$ cat src/rtl/mc_control_unit.sv
// mc_control_unit: multi-cycle FETCH->DECODE->EXEC->WB control sequencer for the
// reduced RISC-V datapath. The instruction word is decoded as it is accepted, so
// the control outputs and the illegal pulse are already valid during DECODE.
// Every output is registered and is computed from the state being entered.
// Optional feature macro: ALU_SLT_EN adds slti/slt (ALUctrl=101); when the macro
// is undefined both encodings decode as illegal.
module mc_control_unit #(
    parameter int DATA_WIDTH     = 32,
    parameter int ADDRESS_WIDTH  = 3,
    parameter int REG_ADDR_WIDTH = 5
) (
    input  logic                      clk,
    input  logic                      rst,
    input  logic [DATA_WIDTH-1:0]     instr,
    input  logic                      instr_valid,
    output logic                      instr_ready,
    input  logic                      EQ,
    output logic [ADDRESS_WIDTH-1:0]  ALUctrl,
    output logic                      ALUsrc,
    output logic [DATA_WIDTH-1:0]     ImmOp,
    output logic [REG_ADDR_WIDTH-1:0] rs1,
    output logic [REG_ADDR_WIDTH-1:0] rs2,
    output logic [REG_ADDR_WIDTH-1:0] rd,
    output logic                      RegWrite,
    output logic                      PCsrc,
    output logic                      pc_en,
    output logic                      illegal,
    output logic                      busy
);

    typedef enum logic [1:0] {FETCH, DECODE, EXEC, WB} state_t;

    localparam logic [6:0] OPC_OPIMM  = 7'b0010011;
    localparam logic [6:0] OPC_OP     = 7'b0110011;
    localparam logic [6:0] OPC_BRANCH = 7'b1100011;

    localparam logic [ADDRESS_WIDTH-1:0] ALU_ADD = ADDRESS_WIDTH'(0);
    localparam logic [ADDRESS_WIDTH-1:0] ALU_SUB = ADDRESS_WIDTH'(1);
    localparam logic [ADDRESS_WIDTH-1:0] ALU_AND = ADDRESS_WIDTH'(2);
    localparam logic [ADDRESS_WIDTH-1:0] ALU_OR  = ADDRESS_WIDTH'(3);
`ifdef ALU_SLT_EN
    localparam logic [ADDRESS_WIDTH-1:0] ALU_SLT = ADDRESS_WIDTH'(5);
`endif

    state_t state, next_state;

    logic                      handshake;
    logic [6:0]                opcode;
    logic [2:0]                funct3;
    logic [6:0]                funct7;
    logic signed [DATA_WIDTH-1:0] imm_i;
    logic signed [DATA_WIDTH-1:0] imm_b;

    logic                      dec_legal;
    logic [ADDRESS_WIDTH-1:0]  dec_ctrl;
    logic                      dec_src;
    logic [DATA_WIDTH-1:0]     dec_imm;
    logic [REG_ADDR_WIDTH-1:0] dec_rs1;
    logic [REG_ADDR_WIDTH-1:0] dec_rs2;
    logic [REG_ADDR_WIDTH-1:0] dec_rd;
    logic                      dec_writes;
    logic                      dec_branch;
    logic                      dec_bne;

    // Decoded attributes of the accepted instruction, used in EXEC/WB
    logic                      op_writes;
    logic                      op_branch;
    logic                      op_bne;

    assign handshake = instr_valid && instr_ready;
    assign opcode    = instr[6:0];
    assign funct3    = instr[14:12];
    assign funct7    = instr[31:25];
    assign imm_i     = {{(DATA_WIDTH-12){instr[31]}}, instr[31:20]};
    assign imm_b     = {{(DATA_WIDTH-13){instr[31]}}, instr[31], instr[7],
                        instr[30:25], instr[11:8], 1'b0};

    // Instruction decode of the word presented on instr
    always_comb begin
        dec_legal  = 1'b0;
        dec_ctrl   = ALU_ADD;
        dec_src    = 1'b0;
        dec_imm    = '0;
        dec_rs1    = instr[19:15];
        dec_rs2    = '0;
        dec_rd     = '0;
        dec_writes = 1'b0;
        dec_branch = 1'b0;
        dec_bne    = 1'b0;
        case (opcode)
            OPC_OPIMM: begin
                dec_src    = 1'b1;
                dec_imm    = imm_i;
                dec_rd     = instr[11:7];
                dec_writes = 1'b1;
                case (funct3)
                    3'b000: begin dec_legal = 1'b1; dec_ctrl = ALU_ADD; end
                    3'b111: begin dec_legal = 1'b1; dec_ctrl = ALU_AND; end
                    3'b110: begin dec_legal = 1'b1; dec_ctrl = ALU_OR;  end
`ifdef ALU_SLT_EN
                    3'b010: begin dec_legal = 1'b1; dec_ctrl = ALU_SLT; end
`endif
                    default: dec_legal = 1'b0;
                endcase
            end
            OPC_OP: begin
                dec_rs2    = instr[24:20];
                dec_rd     = instr[11:7];
                dec_writes = 1'b1;
                if (funct7 == 7'b0000000) begin
                    case (funct3)
                        3'b000: begin dec_legal = 1'b1; dec_ctrl = ALU_ADD; end
                        3'b111: begin dec_legal = 1'b1; dec_ctrl = ALU_AND; end
                        3'b110: begin dec_legal = 1'b1; dec_ctrl = ALU_OR;  end
`ifdef ALU_SLT_EN
                        3'b010: begin dec_legal = 1'b1; dec_ctrl = ALU_SLT; end
`endif
                        default: dec_legal = 1'b0;
                    endcase
                end else if (funct7 == 7'b0100000 && funct3 == 3'b000) begin
                    dec_legal = 1'b1;
                    dec_ctrl  = ALU_SUB;
                end
            end
            OPC_BRANCH: begin
                dec_ctrl   = ALU_SUB;
                dec_imm    = imm_b;
                dec_rs2    = instr[24:20];
                dec_branch = 1'b1;
                dec_bne    = funct3[0];
                dec_legal  = (funct3 == 3'b000) || (funct3 == 3'b001);
            end
            default: dec_legal = 1'b0;
        endcase
    end

    // State register
    always_ff @(posedge clk) begin
        if (rst) state <= FETCH;
        else     state <= next_state;
    end

    // Next-state logic; an illegal word (flagged during DECODE) skips EXEC/WB
    always_comb begin
        next_state = state;
        case (state)
            FETCH:   if (handshake) next_state = DECODE;
            DECODE:  next_state = illegal ? FETCH : EXEC;
            EXEC:    next_state = WB;
            WB:      next_state = FETCH;
            default: next_state = FETCH;
        endcase
    end

    // Registered outputs: controls load on acceptance, strobes fire on entering WB
    always_ff @(posedge clk) begin
        if (rst) begin
            instr_ready <= 1'b1;
            busy        <= 1'b0;
            ALUctrl     <= '0;
            ALUsrc      <= 1'b0;
            ImmOp       <= '0;
            rs1         <= '0;
            rs2         <= '0;
            rd          <= '0;
            RegWrite    <= 1'b0;
            PCsrc       <= 1'b0;
            pc_en       <= 1'b0;
            illegal     <= 1'b0;
            op_writes   <= 1'b0;
            op_branch   <= 1'b0;
            op_bne      <= 1'b0;
        end else begin
            instr_ready <= (next_state == FETCH);
            busy        <= (next_state != FETCH);
            illegal     <= (state == FETCH) && handshake && !dec_legal;
            if ((state == FETCH) && handshake && dec_legal) begin
                ALUctrl   <= dec_ctrl;
                ALUsrc    <= dec_src;
                ImmOp     <= dec_imm;
                rs1       <= dec_rs1;
                rs2       <= dec_rs2;
                rd        <= dec_rd;
                op_writes <= dec_writes;
                op_branch <= dec_branch;
                op_bne    <= dec_bne;
            end
            pc_en    <= (state == EXEC);
            RegWrite <= (state == EXEC) && op_writes && (rd != '0);
            PCsrc    <= (state == EXEC) && op_branch && (op_bne ? !EQ : EQ);
        end
    end

endmodule

$ cat config.mk
export PLATFORM = sky130hd
export DESIGN_NAME = mc_control_unit
export DESIGN_NICKNAME = d
export VERILOG_FILES = /design/src/rtl/mc_control_unit.sv
export SDC_FILE = /design/constraint.sdc
export NUM_CORES = 1
export LEC_CHECK = 0
export BUFFER_PORTS_ARGS = -buffer_cell sky130_fd_sc_hd__buf_4
export CAP_MARGIN = 15
export CORE_MARGIN = 2
export CORE_UTILIZATION = 41
export DETAILED_ROUTE_END_ITERATION = 8
export GPL_ROUTABILITY_DRIVEN = 0
export MAX_ROUTING_LAYER = met4
export PLACE_DENSITY = 0.75
export SYNTH_ARGS = -nofsm -noshare
export SYNTH_HDL_FRONTEND = slang
export SYNTH_SLANG_ARGS = --single-unit
export TNS_END_PERCENT = 30
$ cat constraint.sdc
create_clock -name clk -period 2.1 [get_ports clk]
set_clock_uncertainty 0.05 [all_clocks]
set_input_delay 0.63 -clock clk [delete_from_list [all_inputs] [get_ports clk]]
set_output_delay 0.63 -clock clk [all_outputs]
set_load 0.005 [all_outputs]
# --- After elaboration in Yosys (flattened, before gate mapping) ---
# Cells that the tools add are included.
word_totals:
  ff_bits: 62
  input_bits: 36
  output_inout_bits: 57
  elab_cells: 66
op_classes:
  n_eq_ne: 10
  muxes: 19
  reduce_logical: 21
op_table:
  columns: ["cell", "n"]
  rows:
  - ["$pmux W32 S2", 1]
  - ["$eq A7 B6 Y1 const B", 2]
  - ["$mux W5", 2]
  - ["$logic_and A1 B1 Y1", 9]
  - ["$mux W1", 9]
  - ["$pmux W3 S3", 1]
  - ["$pmux W2 S4", 1]
  - ["$eq A7 B5 Y1 const B", 1]
  - ["$eq A7 B7 Y1 const B", 1]
  - ["$logic_not A7 Y1", 1]
  - ["$eq A3 B3 Y1 const B", 2]
  - ["$reduce_bool A5 Y1", 1]
  - ["$eq A2 B2 Y1 const B", 2]
  - ["$logic_not A2 Y1", 2]
  - ["$mux W2", 2]
  - ["$pmux W2 S2", 1]
  - ["$reduce_or A2 Y1", 2]
  - ["$eq A3 B1 Y1 const B", 1]
  - ["$logic_not A3 Y1", 1]
  - ["$mux W3", 1]
  - ["$pmux W1 S3", 1]
  - ["$reduce_or A3 Y1", 1]
  - ["$eq A2 B1 Y1 const B", 1]
  - ["$logic_not A1 Y1", 2]
  - ["other kinds (2)", 2]

# --- Longest topological paths before layout ---
depth:
  ltp_word: 7
  mapped_depth: 8

# --- Worst setup path before layout ---
# No wires, ideal clock.
synth_path:
  path_type: "input to register"
  start: "input port instr[2]"
  end: "register op_branch"
  t_arrival_ns: 1.938
  path_slack_ns: -0.031
  path_stages: 6
  path_cell_list: "nand4bb_4 or3_4 o22ai_2 and2_4 buf_6 a211oi_1"
synth_between:
  elab_chain_len: 3
  elab_cells_between_ends: 6
  cone_classes: "eq/ne (3); mux (2); reduce/logical (1)"
synth_rtl:
  columns: ["element", "line_no", "rtl"]
  rows:
  - ["start, declared", "14", "input logic [DATA_WIDTH-1:0] instr,"]
  - ["$eq A7 B7 Y1 (tied with other cells)", "90", "case (opcode)"]
  - ["$pmux W1 S3", "90", null]
  - ["$logic_and A1 B1 Y1", "177", "if ((state == FETCH) && handshake && dec_legal) begin"]
  - ["end signal, assigned", "185", "op_branch <= dec_branch;"]
  - ["end, declared", "67", "logic op_branch;"]
# Parallel ways exist; a longest one is shown, timed or not.
# A chain may end at the register's enable or synchronous reset.

# --- Worst setup path in the final report ---
layout_path:
  start: "input port instr[2]"
  end: "register ImmOp[5]"
layout_between:
  elab_chain_len: 3
  elab_cells_between_ends: 6
  cone_classes: "eq/ne (3); mux (2); reduce/logical (1)"
layout_rtl:
  columns: ["element", "line_no", "rtl"]
  rows:
  - ["$eq A7 B7 Y1 (tied with other cells)", "90", null]
  - ["$pmux W1 S3", "90", null]
  - ["$logic_and A1 B1 Y1", "177", null]
  - ["end signal, assigned", "180", "ImmOp <= dec_imm;"]
  - ["end, declared", "20", "output logic [DATA_WIDTH-1:0] ImmOp,"]
# Parallel ways exist; a longest one is shown, timed or not.

==> results.json <==
{
  "layout_setup_ws_ps": 78.5,
  "synth_cells": 217,
  "slew_headroom": 0.608,
  "drc_errors": 0,
  "core-area_mm2": 0.00466,
  "drt-vias-per-instance": 5.15,
  "h-tree-depth": 2,
  "r2r_start": "instr_ready",
  "final-setup-viol-count": 0,
  "synth_fa_ha_area_frac": 0,
  "start_util": 0.420,
  "max-vdd-ir-drop_uv": 202,
  "period_needed_ps": 2020,
  "drive_gt1_frac": 0.425,
  "tightest_slew_ps": 588,
  "utilization": 0.592,
  "p_per_area_mw_per_mm2": 559,
  "dieWidth_um": 73.1,
  "grt_max_degree": 41,
  "die_height_um": 73.1,
  "rr_worst_depth": 7,
  "p_int_mw": 1.16,
  "area_delta_synth_final_pct": 41.0,
  "avgRoutedWirePerCell_um": 13.8,
  "ys.warnings.count": 0,
  "cts_setup_buffers": 0,
  "synth_fp_nets": 253,
  "cts_tree": "built",
  "grt_usage": 0.194,
  "end_kind": "register",
  "dieArea_mm2": 0.00535,
  "clock-root-buffer": "clkbuf_8",
  "yosys.area_share.simple": 0.236,
  "hp-class": "register to register",
  "dr.pass1.iters": 5,
  "synth_seq_cells": 42,
  "drt_iter0_drc": 117,
  "route.vias.total": 1854,
  "clock_power_share": 0.332,
  "clock_path_buffers": 2,
  "r2r_slack_ps": 310,
  "drv_slew": 0,
  "seq_power_share": 0.536,
  "cp_slowest_stage_delay_ps": 410,
  "antenna_found_initial": 0,
  "cts_resized": 0,
  "synth_compound_area_frac": 0.204,
  "ys_types": 44,
  "slowest_stage": "or3_4",
  "grt_first_pass_wirelength_um": 7920,
  "hpwlAfterDp_um": 3840,
  "clkTransAtPathRegs_ps": 80,
  "dp_worst_setup_slack_ps": -233,
  "synthArstFlopShare": 0,
  "grt-ovfl-total": 0,
  "hold_viol": 0,
  "power_mw": 1.54,
  "synthXorXnorAreaFrac": 0.00447,
  "grt_setup_unrepaired": "no",
  "arrival_ps": 2160,
  "layout_common_cells": "buf_4, dfxtp_1, nand2_1",
  "synth_edf_count": 0,
  "avgSynthCellArea_um2": 9.02,
  "ys.flop_type": "dfxtp_1",
  "port_buffers": 91,
  "p_sw_frac": 0.249,
  "combinationalPowerShare": 0.132,
  "cts_inserted_buffers": 5,
  "r2r-end": "ImmOp[5]",
  "crit_top_cell": "buf_4",
  "synth_top_family_by_area": "simple AND/OR/NAND/NOR gates",
  "p_switching_uw": 384,
  "cp_cell_sequence": "buf_4 > nand4bb_4 > or3_4 > o32ai_4 > buf_4 > nor3b_1 > a31o_1",
  "dp.cells": 352,
  "hp-start": "rs1[2]",
  "min_path_cells": 2,
  "min_delay_worst_endpoint": "rs1[2]",
  "crit_required_ps": 2240,
  "fmax_mhz": 495,
  "final_common_cell": "buf_4",
  "netlist_area_mm2": 0.00196,
  "ys_seq_area_frac": 0.429,
  "p_leak_nw": 1.22,
  "nets": 341,
  "fin_cells": 360,
  "cts.sinks": 42,
  "grt_pass1_vias": 1692,
  "critPathKind": "primary input to register",
  "num_rows": 25,
  "antennaDiodeCount": 0,
  "clk_latency_ps": 300,
  "status": "complete, no violations",
  "crit_fanout": 7,
  "cts-hold-fix-buffers": 0,
  "wl_um": 4980,
  "max_cap_viol_count": 0,
  "io_pins": 93,
  "finalCritPeriodShare": 0.963,
  "ant_nets": 0,
  "synthMuxAreaShare": 0,
  "cp-start-kind": "primary input"
}
==> worst max-delay path by stage <==
stage	start	end	slack (ps)	depth (start not counted)
finish	instr[2]	ImmOp[5]	80	7
global route	instr[31]	ImmOp[4]	9	8
CTS	instr[2]	ImmOp[5]	80	7
detailed placement	instr[2]	ImmOp[5]	-230	7
global placement	instr[2]	ImmOp[7]	-200	7
floorplan	instr[2]	op_bne	-30	7
==> power by group through the flow <==
stage	Combinational, mW	Sequential, mW	Clock [mW]
4_1_cts	0.203	0.827	0.523
3_5_place_dp	0.203	0.845	0
2_1_floorplan	0.0775	0.846	0
5_1_grt	0.224	0.830	0.560
3_3_place_gp	0.201	0.845	0
6_report	0.203	0.827	0.511
==> synthesized netlist by cell type, types with 2 or more instances <==
library cell,count,share of area
or3_1,2,0.0064
nor2b_1,2,0.0064
a211oi_1,6,0.023
inv_1,3,0.0058
buf_6,4,0.023
o211ai_1,2,0.0077
clkbuf_1,7,0.013
buf_4,20,0.077
nor4bb_1,2,0.010
a22oi_1,5,0.019
nand2_1,22,0.042
nor3_1,3,0.0077
nand2b_1,3,0.0096
nand4_1,10,0.032
o21ai_1,19,0.049
a21oi_1,10,0.026
nand3_1,11,0.028
nor3b_1,7,0.027
a31o_1,7,0.031
o2111ai_1,2,0.0089
dfxtp_1,42,0.43
nor2_1,6,0.012
==> critical path: cells and delay by family <==
kind / cells / cell delay, ps
AO/OA/AOI/OAI: 2 / 520
buffers and inverters: 2 / 330
AND/OR/NAND/NOR: 3 / 670
==> metal layers <==
layer	track usage	up-vias	part of all wire
met4	0.0720	0	0.016
met5	-	-	0
met3	0.0276	9	0.035
met2	0.311	42	0.52
met1	0.247	862	0.43
li1	-	941	-
==> cell families after synthesis <==
family / Yosys count
AOI/OAI and AO/OA: 58
other: 1
DFF: 42
xor gates and xnor gates: 1
and+or+nand+nor: 79
buffers and inverters: 36
==> area by class of cell <==
class                           count  area, um2
Clock buffer                        5       68.8
Clock inverter                      3       21.3
Fill cell                         430       1900
Inverter                            3       11.3
Multi-Input combinational cell    139        882
Sequential cell                    42        841
Tap cell                           54       67.6
Timing Repair Buffer              114        868
==> sequential cells by signal (all words and copies together) (netlist names), 2 cells and up <==
register	flops
rs1	5
rd	5
rs2	5
state	2
ALUctrl	2
ImmOp	13
==> through the flow <==
stage | cell area [um2] | hold WS [ps] | TNS [ps]
floorplan | 1970 | 378 | -298
global placement | 2670 | 387 | -4170
detailed placement | 2670 | 392 | -5460
CTS | 2760 | 403 | 0
global route | 2760 | 419 | 0
finish | 2760 | 402 | 0
(Power assumes the default switching activity.)
